### src/rtl/cache_pkg.sv
// ----------------------------------------------------------------------------
// cache_pkg
// Shared types and constants for the 4-way, 32-set cache miss-handling logic.
// Used by cache_fill_fsm (top) and fill_victim_select (victim picker).
// No ports: package only.
// ----------------------------------------------------------------------------
package cache_pkg;

    localparam int NUM_WAYS        = 4;
    localparam int NUM_SETS        = 32;
    localparam int WORDS_PER_BLOCK = 8;
    localparam int WORD_W          = 16;
    localparam int WI              = $clog2(WORDS_PER_BLOCK);
    localparam int LRU_W           = 2;

    // Fill controller states; also exported on the debug port.
    typedef enum logic [1:0] {
        IDLE  = 2'd0,
        FILL  = 2'd1,
        TAGWR = 2'd2
    } fill_state_e;

endpackage

### src/rtl/cache_fill_fsm_if.sv
// ----------------------------------------------------------------------------
// cache_fill_fsm_if
// Bundles every signal between the fill controller and its neighbours
// (tag compare, main memory, LRU/tag/data arrays).
//   slave  modport : the fill controller itself
//   master modport : the environment driving misses and memory returns
//
// Handshake semantics (no backpressure anywhere):
//   miss_detected     - single-cycle valid; taken only while the controller is
//                       idle, otherwise dropped (no queuing).
//   mem_en            - read request valid; memory always accepts it, no ready.
//   memory_data_valid - one returned word per asserted cycle, in request order;
//                       returns may overlap outstanding requests.
//   write_data_array  - data array write valid; array always accepts.
//   write_tag_array   - one-cycle tag write / LRU update strobe.
// ----------------------------------------------------------------------------
interface cache_fill_fsm_if #(
    parameter int ADDR_W = 16,
    parameter int WORD_W = 16,
    parameter int WI     = 3
);
    // Environment -> controller
    logic              miss_detected;
    logic [ADDR_W-1:0] miss_address;
    logic [3:0]        valid_ways;
    logic [1:0]        lru_0;
    logic [1:0]        lru_1;
    logic [1:0]        lru_2;
    logic [1:0]        lru_3;
    logic              memory_data_valid;
    logic [WORD_W-1:0] memory_data;

    // Controller -> environment
    logic              fsm_busy;
    logic              mem_en;
    logic [ADDR_W-1:0] mem_address;
    logic              write_data_array;
    logic [WI-1:0]     data_word_sel;
    logic [WORD_W-1:0] fill_data;
    logic              write_tag_array;
    logic [3:0]        miss_way;

    modport slave (
        input  miss_detected, miss_address, valid_ways,
        input  lru_0, lru_1, lru_2, lru_3,
        input  memory_data_valid, memory_data,
        output fsm_busy, mem_en, mem_address, write_data_array,
        output data_word_sel, fill_data, write_tag_array, miss_way
    );

    modport master (
        output miss_detected, miss_address, valid_ways,
        output lru_0, lru_1, lru_2, lru_3,
        output memory_data_valid, memory_data,
        input  fsm_busy, mem_en, mem_address, write_data_array,
        input  data_word_sel, fill_data, write_tag_array, miss_way
    );

endinterface

### src/rtl/fill_victim_select.sv
// ----------------------------------------------------------------------------
// fill_victim_select
// Combinational victim-way picker shared by the instruction and data caches.
// Priority: lowest-index invalid way, else lowest-index way whose LRU counter
// is 00, else way 0.
// Ports:
//   valid_ways  in  valid bits of the indexed set (bit i = way i)
//   lru_0..3    in  LRU counters of the indexed set (00 = least recent)
//   victim      out one-hot victim way
// ----------------------------------------------------------------------------
module fill_victim_select
    import cache_pkg::*;
(
    input  logic [NUM_WAYS-1:0] valid_ways,
    input  logic [LRU_W-1:0]    lru_0,
    input  logic [LRU_W-1:0]    lru_1,
    input  logic [LRU_W-1:0]    lru_2,
    input  logic [LRU_W-1:0]    lru_3,
    output logic [NUM_WAYS-1:0] victim
);

    logic [NUM_WAYS-1:0] lru_zero;
    logic                found;

    always_comb begin
        lru_zero = {lru_3 == '0, lru_2 == '0, lru_1 == '0, lru_0 == '0};
        victim   = '0;
        found    = 1'b0;
        for (int i = 0; i < NUM_WAYS; i++) begin
            if (!found && !valid_ways[i]) begin
                victim[i] = 1'b1;
                found     = 1'b1;
            end
        end
        for (int i = 0; i < NUM_WAYS; i++) begin
            if (!found && lru_zero[i]) begin
                victim[i] = 1'b1;
                found     = 1'b1;
            end
        end
        if (!found) begin
            victim[0] = 1'b1;
        end
    end

endmodule

### src/rtl/cache_fill_fsm.sv
// ----------------------------------------------------------------------------
// cache_fill_fsm
// Miss handler: on an accepted miss picks a victim way, requests the whole
// block from memory (one word per cycle), writes each returned word into the
// data array, then issues a single tag-write / LRU-update strobe.
// Ports:
//   clk, rst   rising-edge clock, synchronous active-high reset
//   bus        cache_fill_fsm_if.slave (miss input, memory side, array writes)
//   state_dbg  current controller state for observation
// Build option:
//   CACHE_FILL_CRITICAL_WORD_EN - when defined, requests and returns start at
//   the missing word and wrap around the block; otherwise both start at word 0.
// ----------------------------------------------------------------------------
module cache_fill_fsm #(
    parameter int ADDR_W          = 16,
    parameter int WORDS_PER_BLOCK = 8,
    parameter int WORD_W          = 16
) (
    input  logic                   clk,
    input  logic                   rst,
    cache_fill_fsm_if.slave        bus,
    output cache_pkg::fill_state_e state_dbg
);

    localparam int WI = $clog2(WORDS_PER_BLOCK);
    localparam logic [WI:0] FULL_CNT = (WI+1)'(WORDS_PER_BLOCK);
    localparam logic [WI:0] LAST_CNT = (WI+1)'(WORDS_PER_BLOCK - 1);

    cache_pkg::fill_state_e state_q, state_d;

    // Block base keeps only the bits above the byte-in-block offset.
    logic [ADDR_W-WI-2:0] base_q, base_d;
    logic [3:0]           way_q, way_d;
    logic [WI-1:0]        req_idx_q, req_idx_d;
    logic [WI-1:0]        ret_idx_q, ret_idx_d;
    logic [WI:0]          req_cnt_q, req_cnt_d;
    logic [WI:0]          ret_cnt_q, ret_cnt_d;

    logic [3:0]           victim_way;
    logic [WI-1:0]        start_idx;
    logic                 mem_en_w;
    logic                 wr_en_w;
    logic                 unused_addr_bits;

    fill_victim_select u_victim (
        .valid_ways (bus.valid_ways),
        .lru_0      (bus.lru_0),
        .lru_1      (bus.lru_1),
        .lru_2      (bus.lru_2),
        .lru_3      (bus.lru_3),
        .victim     (victim_way)
    );

`ifdef CACHE_FILL_CRITICAL_WORD_EN
    assign start_idx = bus.miss_address[WI:1];
`else
    assign start_idx = '0;
`endif

    // Byte-in-block offset bits are not needed in every build.
    assign unused_addr_bits = ^bus.miss_address[WI:0];

    // Requests stop once the full block has been asked for; returns are only
    // honoured while filling, so stray valids in IDLE/TAGWR are dropped.
    assign mem_en_w = (state_q == cache_pkg::FILL) && (req_cnt_q != FULL_CNT);
    assign wr_en_w  = (state_q == cache_pkg::FILL) && bus.memory_data_valid;

    // State and datapath registers
    always_ff @(posedge clk) begin
        if (rst) begin
            state_q   <= cache_pkg::IDLE;
            base_q    <= '0;
            way_q     <= '0;
            req_idx_q <= '0;
            ret_idx_q <= '0;
            req_cnt_q <= '0;
            ret_cnt_q <= '0;
        end else begin
            state_q   <= state_d;
            base_q    <= base_d;
            way_q     <= way_d;
            req_idx_q <= req_idx_d;
            ret_idx_q <= ret_idx_d;
            req_cnt_q <= req_cnt_d;
            ret_cnt_q <= ret_cnt_d;
        end
    end

    // Next-state and datapath update
    always_comb begin
        state_d   = state_q;
        base_d    = base_q;
        way_d     = way_q;
        req_idx_d = req_idx_q;
        ret_idx_d = ret_idx_q;
        req_cnt_d = req_cnt_q;
        ret_cnt_d = ret_cnt_q;
        case (state_q)
            cache_pkg::IDLE: begin
                if (bus.miss_detected) begin
                    state_d   = cache_pkg::FILL;
                    base_d    = bus.miss_address[ADDR_W-1:WI+1];
                    way_d     = victim_way;
                    req_idx_d = start_idx;
                    ret_idx_d = start_idx;
                    req_cnt_d = '0;
                    ret_cnt_d = '0;
                end
            end
            cache_pkg::FILL: begin
                if (mem_en_w) begin
                    req_idx_d = req_idx_q + 1'b1;
                    req_cnt_d = req_cnt_q + 1'b1;
                end
                if (wr_en_w) begin
                    ret_idx_d = ret_idx_q + 1'b1;
                    ret_cnt_d = ret_cnt_q + 1'b1;
                    if (ret_cnt_q == LAST_CNT) begin
                        state_d = cache_pkg::TAGWR;
                    end
                end
            end
            cache_pkg::TAGWR: begin
                state_d = cache_pkg::IDLE;
                way_d   = '0;
            end
            default: begin
                state_d = cache_pkg::IDLE;
                way_d   = '0;
            end
        endcase
    end

    // Outputs: everything is gated so that IDLE drives all zeros.
    always_comb begin
        bus.fsm_busy         = (state_q != cache_pkg::IDLE);
        bus.mem_en           = mem_en_w;
        bus.mem_address      = mem_en_w ? {base_q, req_idx_q, 1'b0} : '0;
        bus.write_data_array = wr_en_w;
        bus.data_word_sel    = wr_en_w ? ret_idx_q : '0;
        bus.fill_data        = wr_en_w ? bus.memory_data : '0;
        bus.write_tag_array  = (state_q == cache_pkg::TAGWR);
        bus.miss_way         = way_q;
        state_dbg            = state_q;
    end

endmodule

### src/flat_wrapper.sv
// flat-port wrapper written by rule: the top's interface ports become plain ports
module cache_fill_fsm_flat import cache_pkg::*;
#(
    parameter int ADDR_W          = 16,
    parameter int WORDS_PER_BLOCK = 8,
    parameter int WORD_W          = 16
)
  (clk, rst, state_dbg, bus_miss_detected, bus_miss_address, bus_valid_ways, bus_lru_0, bus_lru_1, bus_lru_2, bus_lru_3, bus_memory_data_valid, bus_memory_data, bus_fsm_busy, bus_mem_en, bus_mem_address, bus_write_data_array, bus_data_word_sel, bus_fill_data, bus_write_tag_array, bus_miss_way);
  cache_fill_fsm_if #(.ADDR_W(ADDR_W), .WORD_W(WORD_W), .WI(3)) bus_i ();
  input  logic clk;
  input  logic rst;
  output cache_pkg::fill_state_e state_dbg;
  input wire logic [$bits(bus_i.miss_detected)-1:0] bus_miss_detected;
  input wire logic [$bits(bus_i.miss_address)-1:0] bus_miss_address;
  input wire logic [$bits(bus_i.valid_ways)-1:0] bus_valid_ways;
  input wire logic [$bits(bus_i.lru_0)-1:0] bus_lru_0;
  input wire logic [$bits(bus_i.lru_1)-1:0] bus_lru_1;
  input wire logic [$bits(bus_i.lru_2)-1:0] bus_lru_2;
  input wire logic [$bits(bus_i.lru_3)-1:0] bus_lru_3;
  input wire logic [$bits(bus_i.memory_data_valid)-1:0] bus_memory_data_valid;
  input wire logic [$bits(bus_i.memory_data)-1:0] bus_memory_data;
  output wire logic [$bits(bus_i.fsm_busy)-1:0] bus_fsm_busy;
  output wire logic [$bits(bus_i.mem_en)-1:0] bus_mem_en;
  output wire logic [$bits(bus_i.mem_address)-1:0] bus_mem_address;
  output wire logic [$bits(bus_i.write_data_array)-1:0] bus_write_data_array;
  output wire logic [$bits(bus_i.data_word_sel)-1:0] bus_data_word_sel;
  output wire logic [$bits(bus_i.fill_data)-1:0] bus_fill_data;
  output wire logic [$bits(bus_i.write_tag_array)-1:0] bus_write_tag_array;
  output wire logic [$bits(bus_i.miss_way)-1:0] bus_miss_way;
  assign bus_i.miss_detected = bus_miss_detected;
  assign bus_i.miss_address = bus_miss_address;
  assign bus_i.valid_ways = bus_valid_ways;
  assign bus_i.lru_0 = bus_lru_0;
  assign bus_i.lru_1 = bus_lru_1;
  assign bus_i.lru_2 = bus_lru_2;
  assign bus_i.lru_3 = bus_lru_3;
  assign bus_i.memory_data_valid = bus_memory_data_valid;
  assign bus_i.memory_data = bus_memory_data;
  assign bus_fsm_busy = bus_i.fsm_busy;
  assign bus_mem_en = bus_i.mem_en;
  assign bus_mem_address = bus_i.mem_address;
  assign bus_write_data_array = bus_i.write_data_array;
  assign bus_data_word_sel = bus_i.data_word_sel;
  assign bus_fill_data = bus_i.fill_data;
  assign bus_write_tag_array = bus_i.write_tag_array;
  assign bus_miss_way = bus_i.miss_way;
  cache_fill_fsm #(.ADDR_W(ADDR_W), .WORDS_PER_BLOCK(WORDS_PER_BLOCK), .WORD_W(WORD_W)) u_core (.clk(clk), .rst(rst), .bus(bus_i), .state_dbg(state_dbg));
endmodule
### config.mk
export PLATFORM = sky130hd
export DESIGN_NAME = cache_fill_fsm_flat
export DESIGN_NICKNAME = d
export VERILOG_FILES = /design/src/rtl/cache_pkg.sv /design/src/rtl/cache_fill_fsm_if.sv /design/src/rtl/fill_victim_select.sv /design/src/rtl/cache_fill_fsm.sv /design/src/flat_wrapper.sv
export SDC_FILE = /design/constraint.sdc
export NUM_CORES = 1
export LEC_CHECK = 0
export CAP_MARGIN = 10
export CORE_MARGIN = 2
export CORE_UTILIZATION = 40
export DETAILED_ROUTE_END_ITERATION = 10
export DONT_BUFFER_PORTS = 1
export PLACE_DENSITY = 0.59
export SLEW_MARGIN = 20
export SYNTH_ARGS = -nofsm -noshare
export SYNTH_HDL_FRONTEND = slang
export SYNTH_SLANG_ARGS = --single-unit
### constraint.sdc
create_clock -name clk -period 3.66 [get_ports clk]
set_input_delay 0.732 -clock clk [delete_from_list [all_inputs] [get_ports clk]]
set_output_delay 0.732 -clock clk [all_outputs]
set_load 0.02 [all_outputs]
==> flow_summary.json, run 1 <==
{
  "io_buffers": 0,
  "finalMaxSlewViolations": 0,
  "crit_chain": "and2b_1, o21a_1, and2_1",
  "fin_setup_tns_ns": 0,
  "peakVddDrop_mv": 0.2810,
  "grt_usage": 0.1603,
  "period_needed_ns": 2.762,
  "die_w_um": 68.28,
  "wl_per_cell_um": 14.44,
  "highest_layer": "met4",
  "cellPowerDensity_mw_per_mm2": 464.9,
  "synth_fa_ha_area_frac": 0.03785,
  "initial_core_util": 0.4132,
  "yosys_warnings": 0,
  "ios": 93,
  "synth_seq_cells": 32,
  "grt_pass1_wl_um": 5582,
  "synth_compound_area_frac": 0.1423,
  "nets": 251,
  "status": "complete, no violations",
  "cts_hold_buffers": 0,
  "r2r_start": "u_core.state_dbg[1]",
  "route.detailed.drc": 0,
  "path_class": "reg2out",
  "layout_common_cells": "32 x dfxtp_1, 30 x nand2_1, 19 x and3_1",
  "synth_top_family_by_area": "simple AND/OR/NAND/NOR gates",
  "synth_nets": 257,
  "drive_gt1_frac": 0.07538,
  "cts_sinks": 32,
  "dp.cells": 241,
  "hold_viol": 0,
  "yosys.area_share.simple": 0.3331,
  "setup_violations": 0,
  "crit_fanout": 20,
  "synth_cells": 204,
  "hold_class": "reg2reg",
  "worstPathArrival_ns": 2.03,
  "dp_hpwl_um": 2632,
  "antenna_found_initial": 0,
  "cp_slowest_cell": "dfxtp_1",
  "clock_skew_ns": 0.002662,
  "synth_cell_types": 42,
  "final_common_cell": "dfxtp_1",
  "place.gp.congestion": 0.7836,
  "ys_seq_area_frac": 0.3876,
  "cp_top_family": "flip-flops",
  "maxSlewHeadroom": 0.4946,
  "required_ns": 2.93,
  "cts_setup_buffers": 0,
  "worst_skew_pair.late_latency_ns": 0.27,
  "route.met3.wl_um": 212,
  "dr_wl_met2_um": 1919,
  "cts_tree": "built",
  "max_cap_viol_count": 0,
  "htree_levels": 2,
  "tightest_slew_ns": 0.7553,
  "die_h_um": 68.28,
  "vias": 1371,
  "cts.clk_slew.worst_paths_ns": 0.06,
  "finalCritPeriodShare": 0.7547,
  "syn_to_final_growth_pct": 7.797,
  "hp-start": "u_core.base_q[2]",
  "ys.flop_type": "dfxtp_1",
  "grt_max_degree": 27,
  "met1_length_um": 1441,
  "slowest_delay_ns": 0.61,
  "grt_overflow": 0,
  "rsz0062_at_grt": "false",
  "synthArstFlopShare": 0,
  "worstSetupStartpoint": "u_core.state_dbg[0]",
  "numCtsBuffers": 5,
  "clk_path_buf_depth": 2,
  "root_buffer": "clkbuf_8",
  "synth.area.mux_share": 0.01287,
  "fmax_mhz": 362.0,
  "drtIter0Drc": 71,
  "dieArea_mm2": 0.004662,
  "postCtsResizedCells": 0,
  "fp-row-count": 23,
  "coreArea_mm2": 0.004000,
  "antenna_cells": 0,
  "final_antenna_net_count": 0,
  "synth_xor_area_frac": 0.03179,
  "endpoint_kind": "output port",
  "layoutNonFillerInstCount": 249,
  "drt-pass1-iter-count": 6,
  "critPathLaunchType": "register",
  "leakagePower_nw": 0.7438,
  "syn_area_per_cell_um2": 8.102,
  "synth_enable_flop_cells": 0,
  "fillers": 406,
  "routed_wl_um": 3596,
  "vias_per_cell": 5.506,
  "netlist_area_mm2": 0.001653,
  "crit_buf_inv": 0,
  "grt_pass1_vias": 1267
}
-- state kept, by name (all words and copies together) (netlist names) --
| name | count |
|---|---|
| u_core.base_q | 12 |
| u_core.bus.miss_way | 4 |
| u_core.req_cnt_q | 4 |
| u_core.req_idx_q | 3 |
| u_core.ret_cnt_q | 4 |
| u_core.ret_idx_q | 3 |
| u_core.state_dbg | 2 |
-- tightest hold or removal path: cells and delay by family (launching register included) --
| family | cells | cell delay, ns |
|---|---|---|
| compound gates | 1 | 0.05 |
| flops | 1 | 0.31 |
| simple gates | 1 | 0.05 |
-- worst paths after layout --
check / depth (start not counted) / slack, ns / endpoint
setup / recovery: 3 / 0.90 / bus_mem_address[6]
hold / removal: 2 / 0.45 / u_core.base_q[2]
setup reg to reg: 4 / 1.72 / u_core.bus.miss_way[3]
hold reg to reg: 2 / 0.45 / u_core.base_q[2]
-- final cells by class --
type | count | area [um^2] | share of cell area
Multi-Input combinational cell | 153 | 925.9 | 0.5197
Timing Repair Buffer | 1 | 7.507 | 0.004213
Inverter | 5 | 18.77 | 0.01053
Sequential cell | 32 | 640.6 | 0.3596
Tap cell | 50 | 62.56 | 0.03511
Clock buffer | 7 | 96.34 | 0.05407
Clock inverter | 1 | 30.03 | 0.01685
-- power by group --
part	internal, mW	switching, mW
logic	0.0284	0.0598
registers	0.364	0.0154
clock network	0.240	0.121
-- metrics by stage --
stage / hold slack (ns) / util / power (mW) / cell area [um^2] / setup WS, ns
2_1_floorplan: 0.4317 / - / 0.4687 / 1653 / 1.379
3_3_place_gp: 0.4329 / 0.4138 / 0.4726 / 1655 / 1.192
3_5_place_dp: 0.4377 / 0.4138 / 0.4765 / 1655 / 1.138
4_1_cts: 0.4473 / 0.4454 / 0.8430 / 1782 / 0.8154
5_1_grt: 0.4631 / 0.4454 / 0.8691 / 1782 / 0.6583
6_report: 0.4462 / 0.4454 / 0.8284 / 1782 / 0.8978
-- synth_stat cells (4+ instances only) --
master / count / share of area
dfxtp_1: 32 / 0.39
nand2_1: 30 / 0.068
and3_1: 19 / 0.072
and2_1: 17 / 0.064
nor2_1: 17 / 0.039
a21oi_1: 16 / 0.048
clkbuf_1: 9 / 0.020
ha_1: 5 / 0.038
inv_1: 5 / 0.011
nand3_1: 5 / 0.015
a211oi_1: 4 / 0.018
-- routing by layer --
metal,GRT usage,vias up
li1,-,684
met2,0.2743,42
met5,0,-
met4,0.06500,0
met3,0.05263,2
met1,0.1832,643
-- cell families after synthesis --
logic type | after synthesis
DFF | 32
adders and majority gates | 5
buffers and inverters | 19
and+or+nand+nor | 104
other | 1
AOI/OAI and AO/OA | 35
muxes | 2
xor gates and xnor gates | 6
No activity file was read; power rests on OpenSTA's default activity.
==> run 2: changes to the inputs <==
==> constraint.sdc (replaced) <==
create_clock -name clk -period 2.8 [get_ports clk]
set_input_delay 0.56 -clock clk [delete_from_list [all_inputs] [get_ports clk]]
set_output_delay 0.56 -clock clk [all_outputs]
set_load 0.02 [all_outputs]
==> run 2 against run 1 <==
Net effect:
- flip-flop and latch count did not move
- worst setup slack worse by 0.52 ns
- sequential share of layout area shrank 0.45 points
- clock power rose by 30%
- critical endpoint is now bus_mem_address[10]
- largest power group unchanged
==> flow_summary.json, run 2 (same netlist as run 1, synthesis figures left out) <==
{
  "status": "complete, no violations",
  "final_common_cell": "dfxtp_1",
  "cts.clk_slew.worst_paths_ns": 0.07,
  "cts_sinks": 32,
  "tightest_slew_ns": 0.7636,
  "dp_hpwl_um": 2712,
  "rsz0062_at_grt": "false",
  "slowest_delay_ns": 0.48,
  "max_cap_viol_count": 0,
  "peakVddDrop_mv": 0.3228,
  "route.detailed.drc": 0,
  "totalPowerFinal_mw": 1.087,
  "cts_hold_buffers": 0,
  "nets": 254,
  "grt_usage": 0.1651,
  "clock_skew_ns": 0.004492,
  "htree_levels": 2,
  "maxSlewHeadroom": 0.4891,
  "vias_per_cell": 5.468,
  "period_needed_ns": 2.421,
  "largest-register": "u_core.base_q",
  "crit_chain": "inv_1, ha_1, nand2_1, o21a_1, and2_1",
  "whs_ns": 0.3411,
  "layout_common_cells": "32 x dfxtp_1, 30 x nand2_1, 19 x and3_1",
  "setup_violations": 0,
  "drtIter0Drc": 50,
  "worst_skew_pair.late_latency_ns": 0.28,
  "finalMaxSlewViolations": 0,
  "endpoint_kind": "output port",
  "antenna_cells": 0,
  "path_class": "reg2out",
  "grt_pass1_wl_um": 5761,
  "worstPathArrival_ns": 1.86,
  "fin_area_mm2": 0.001804,
  "final_antenna_net_count": 0,
  "layoutNonFillerInstCount": 252,
  "postCtsResizedCells": 0,
  "cts_tree": "built",
  "grt_overflow": 0,
  "placed_cell_area_mm2": 0.001678,
  "io_buffers": 0,
  "required_ns": 2.24,
  "coreArea_mm2": 0.004000,
  "vias": 1378,
  "met2_usage": 0.2767,
  "largest_reg_flops": 12,
  "syn_to_final_growth_pct": 9.160,
  "r2r_start": "u_core.state_dbg[0]",
  "hold_viol": 0,
  "numCtsBuffers": 5,
  "cts_setup_buffers": 0,
  "fmax_mhz": 413.0,
  "cp_slowest_cell": "o21a_1",
  "drive_gt1_frac": 0.08911,
  "critPathLaunchType": "register",
  "root_buffer": "clkbuf_8",
  "use_met1": 0.1940,
  "clk_path_buf_depth": 2,
  "gr-usage-met3": 0.05757,
  "initial_core_util": 0.4132,
  "wl_per_cell_um": 14.62,
  "fin_setup_tns_ns": 0,
  "hold_class": "in2reg",
  "leakagePower_nw": 0.7595,
  "gr-max-usage-layer": "met2",
  "ios": 93,
  "drt-pass1-iter-count": 4,
  "hp-start": "rst",
  "routed_wl_um": 3685,
  "grt_pass1_vias": 1289,
  "worstSetupStartpoint": "u_core.req_cnt_q[0]",
  "crit_fanout": 20,
  "antenna_found_initial": 0,
  "die_h_um": 68.28,
  "cellPowerDensity_mw_per_mm2": 602.7,
  "place.gp.congestion": 0.7891,
  "finalCritPeriodShare": 0.8647,
  "fp-row-count": 23,
  "dp.cells": 244,
  "grt_max_degree": 27,
  "dieArea_mm2": 0.004662,
  "die_w_um": 68.28
}
run 2: cell types whose count changed in the layout (fill, tap and decap cells not counted):
cell,delta
buf_4,+3
run 2: path summary, 6_finish.rpt:
path                                               end  slack (ns)  cells after the start
worst min-delay path                 u_core.base_q[10]        0.34                      1
worst max register to register  u_core.bus.miss_way[3]        0.96                      5
worst max-delay path               bus_mem_address[10]        0.38                      5
worst min register to register        u_core.base_q[7]        0.46                      2
run 2: area by class of cell:
type / count / area [um^2]
Fill cell: 424 / 2196
Multi-Input combinational cell: 153 / 925.9
Sequential cell: 32 / 640.6
Clock buffer: 7 / 96.34
Tap cell: 50 / 62.56
Clock inverter: 1 / 30.03
Timing Repair Buffer: 4 / 30.03
Inverter: 5 / 18.77
run 2: worst max-delay path, delay by kind of cell, from the launching register on:
family          cells  cell delay (ns)
compound gates      1             0.48
fa+ha+maj           1             0.21
buf+inv             1             0.07
flops               1             0.40
simple gates        2             0.41
run 2: stage by stage:
stage	setup WS [ns]	utilization
after global placement	0.7514	0.4195
after detailed placement	0.6595	0.4195
final	0.3789	0.4510
after floorplan	0.6906	-
after CTS	0.3506	0.4510
after global routing	0.2008	0.4510
run 2: per-layer routing:
metal | wire [um] | up-vias
li1 | - | 688
met1 | 1490 | 645
met2 | 1901 | 40
met3 | 253 | 5
met4 | 39 | 0
met5 | 0 | -
run 2: power breakdown:
part           leakage, nW  internal, mW  switching, mW
combinational        0.434        0.0404         0.0846
clock               0.0645         0.314          0.158
sequential           0.261         0.476         0.0154
==> run 3: changes to the inputs <==
--- a/config.mk
+++ b/config.mk
@@ -8,10 +8,12 @@
 export CAP_MARGIN = 10
 export CORE_MARGIN = 2
 export CORE_UTILIZATION = 40
+export CTS_CLUSTER_DIAMETER = 50
 export DETAILED_ROUTE_END_ITERATION = 10
 export DONT_BUFFER_PORTS = 1
 export PLACE_DENSITY = 0.59
 export SLEW_MARGIN = 20
 export SYNTH_ARGS = -nofsm -noshare
 export SYNTH_HDL_FRONTEND = slang
+export SYNTH_HIERARCHICAL = 1
 export SYNTH_SLANG_ARGS = --single-unit
==> run 3 against run 2 <==
Net effect:
- combinational power up 23%
- global-route usage grew 0.12 points
- highest routed layer unchanged
- largest cell class unchanged
- first-iteration DRC count is 100% higher
==> flow_summary.json, run 3 <==
{
  "synth_xor_area_frac": 0,
  "synth_seq_cells": 32,
  "wl_per_cell_um": 17.22,
  "cts_sinks": 32,
  "synth_top_family_by_area": "simple AND/OR/NAND/NOR gates",
  "antenna_found_initial": 0,
  "hold_viol": 0,
  "fin_area_mm2": 0.001819,
  "ios": 93,
  "setup_violations": 0,
  "worst_skew_pair.late_latency_ns": 0.28,
  "vias": 1459,
  "status": "complete, no violations",
  "synth_compound_area_frac": 0.2084,
  "root_buffer": "clkbuf_8",
  "grt_overflow": 0,
  "drt-pass1-iter-count": 4,
  "cts_tree": "built",
  "synth_cells": 192,
  "synth_enable_flop_cells": 0,
  "required_ns": 2.24,
  "hold_class": "in2reg",
  "cts_hold_buffers": 0,
  "clk_path_buf_depth": 2,
  "rsz0062_at_grt": "false",
  "synth.most_common_cell": "and3_1",
  "fin_setup_tns_ns": 0,
  "peakVddDrop_mv": 0.3601,
  "internal_power_mw": 0.7950,
  "layout_common_cells": "35 x and3_1, 32 x dfxtp_1, 12 x a21oi_1, 12 x a22o_1, 9 x o21ai_0",
  "r2r_start": "u_core/state_dbg[1]",
  "synth.area.mux_share": 0.02946,
  "initial_core_util": 0.4187,
  "nets": 239,
  "yosys_warnings": 6,
  "final_common_cell": "and3_1",
  "path_class": "reg2out",
  "drtIter0Drc": 102,
  "synth_fa_ha_area_frac": 0.03682,
  "synth_nets": 245,
  "dieArea_mm2": 0.004785,
  "synthArstFlopShare": 0,
  "netlist_area_mm2": 0.001699,
  "ys_seq_area_frac": 0.3770,
  "synth.area.top_cells": "dfxtp_1 38%, and3_1 13%, a22o_1 6.2%, ha_1 3.7%, a21oi_1 3.5%",
  "htree_levels": 2,
  "fp-row-count": 23,
  "drive_gt1_frac": 0.1070,
  "die_h_um": 69.18,
  "seq_power_share": 0.459,
  "fmax_mhz": 422.5,
  "worst_slack_ns": 0.4332,
  "clkPwrFrac": 0.399,
  "postCtsResizedCells": 0,
  "finalCritPeriodShare": 0.8453,
  "synth_commonest_cells": "35 x and3_1, 32 x dfxtp_1, 12 x a21oi_1, 12 x a22o_1, 11 x clkbuf_1",
  "syn_to_final_growth_pct": 7.069,
  "maxSlewHeadroom": 0.3652,
  "finalMaxSlewViolations": 0,
  "grt_pass1_vias": 1420,
  "endpoint_kind": "output port",
  "cts.clk_slew.worst_paths_ns": 0.06,
  "vias_per_cell": 6.156,
  "period_needed_ns": 2.367,
  "p_sw_frac": 0.2667,
  "ys.flop_type": "dfxtp_1",
  "fillers": 384,
  "syn_area_per_cell_um2": 8.850,
  "routed_wl_um": 4080,
  "place.gp.congestion": 0.7950,
  "placed_cell_area_mm2": 0.001708,
  "crit_fanout": 20,
  "whs_ns": 0.3443,
  "max_cap_viol_count": 0,
  "yosys.area_share.simple": 0.2776,
  "largest_reg_flops": 12,
  "yosysTopAreaCellShare": 0.3770,
  "hp-start": "rst",
  "final_antenna_net_count": 0,
  "synth_area_leader_cell": "dfxtp_1",
  "power_frac_comb": 0.142,
  "io_buffers": 0,
  "die_w_um": 69.18,
  "grt_pass1_wl_um": 6596,
  "route.detailed.drc": 0,
  "cts_setup_buffers": 0,
  "coreArea_mm2": 0.004058,
  "leakagePower_nw": 0.7915,
  "critPathLaunchType": "register",
  "p_sw_mw": 0.2891,
  "finish.utilization": 0.4484,
  "synth_cell_types": 41,
  "worstPathArrival_ns": 1.81,
  "grt_usage": 0.1663,
  "largest-register": "u_core/base_q",
  "worstSetupStartpoint": "u_core/req_cnt_q[0]",
  "clock_skew_ns": 0.003919,
  "cellPowerDensity_mw_per_mm2": 595.9,
  "grt_max_degree": 36,
  "tightest_slew_ns": 0.9521,
  "numCtsBuffers": 5,
  "dp_hpwl_um": 2864,
  "place_ws_ns": 0.7301,
  "antenna_cells": 0
}
-- run 3: layer usage --
metal / vias to the layer above / share of wire / global-route usage
li1: 706 / - / -
met1: 701 / 0.44 / 0.1991
met2: 48 / 0.50 / 0.2714
met3: 4 / 0.054 / 0.05814
met4: 0 / 0.0093 / 0.06754
met5: - / 0 / 0
-- run 3: worst paths after layout --
kind | to | cells past startpoint | slack (ns)
worst max-delay path | bus_mem_address[6] | 4 | 0.43
worst min-delay path | u_core/req_cnt_q[3] | 1 | 0.34
worst max register to register | u_core/base_q[11] | 4 | 0.93
worst min register to register | u_core/base_q[3] | 1 | 0.47
-- run 3: kinds of logic (layout without fill, tap and decap cells) --
family / Yosys count / in the layout
and+or+nand+nor: 73 / 73
AOI/OAI and AO/OA: 52 / 52
DFF: 32 / 32
buffers and inverters: 24 / 19
adders and majority gates: 5 / 5
muxes: 5 / 5
other: 1 / 1
-- run 3: area by class of cell --
class | instances | area (um^2) | share of cell area
Sequential cell | 32 | 640.6 | 0.3521
Tap cell | 50 | 62.56 | 0.03439
Clock inverter | 3 | 42.54 | 0.02338
Timing Repair Buffer | 5 | 37.54 | 0.02063
Clock buffer | 5 | 68.82 | 0.03783
Multi-Input combinational cell | 136 | 944.7 | 0.5193
Inverter | 6 | 22.52 | 0.01238
-- run 3: stage by stage --
stage                     total power, mW  instances
after floorplan                    0.6433        192
after global placement             0.6557        229
after detailed placement           0.6611        229
after CTS                           1.098        237
after global routing                1.136        237
final                               1.084        237
-- run 3: power by group through the flow --
stage          clock, mW  combinational (mW)  sequential, mW
2_1_floorplan          0               0.138           0.505
3_3_place_gp           0               0.150           0.506
3_5_place_dp           0               0.154           0.507
4_1_cts            0.446               0.155           0.497
5_1_grt            0.469               0.168           0.499
6_report           0.432               0.154           0.497
-- run 3: critical path, cell delays in order (launching register included) --
cell      delay [ns]
dfxtp_1         0.40
inv_1           0.07
ha_1            0.21
nand3b_1        0.46
and3_1          0.39
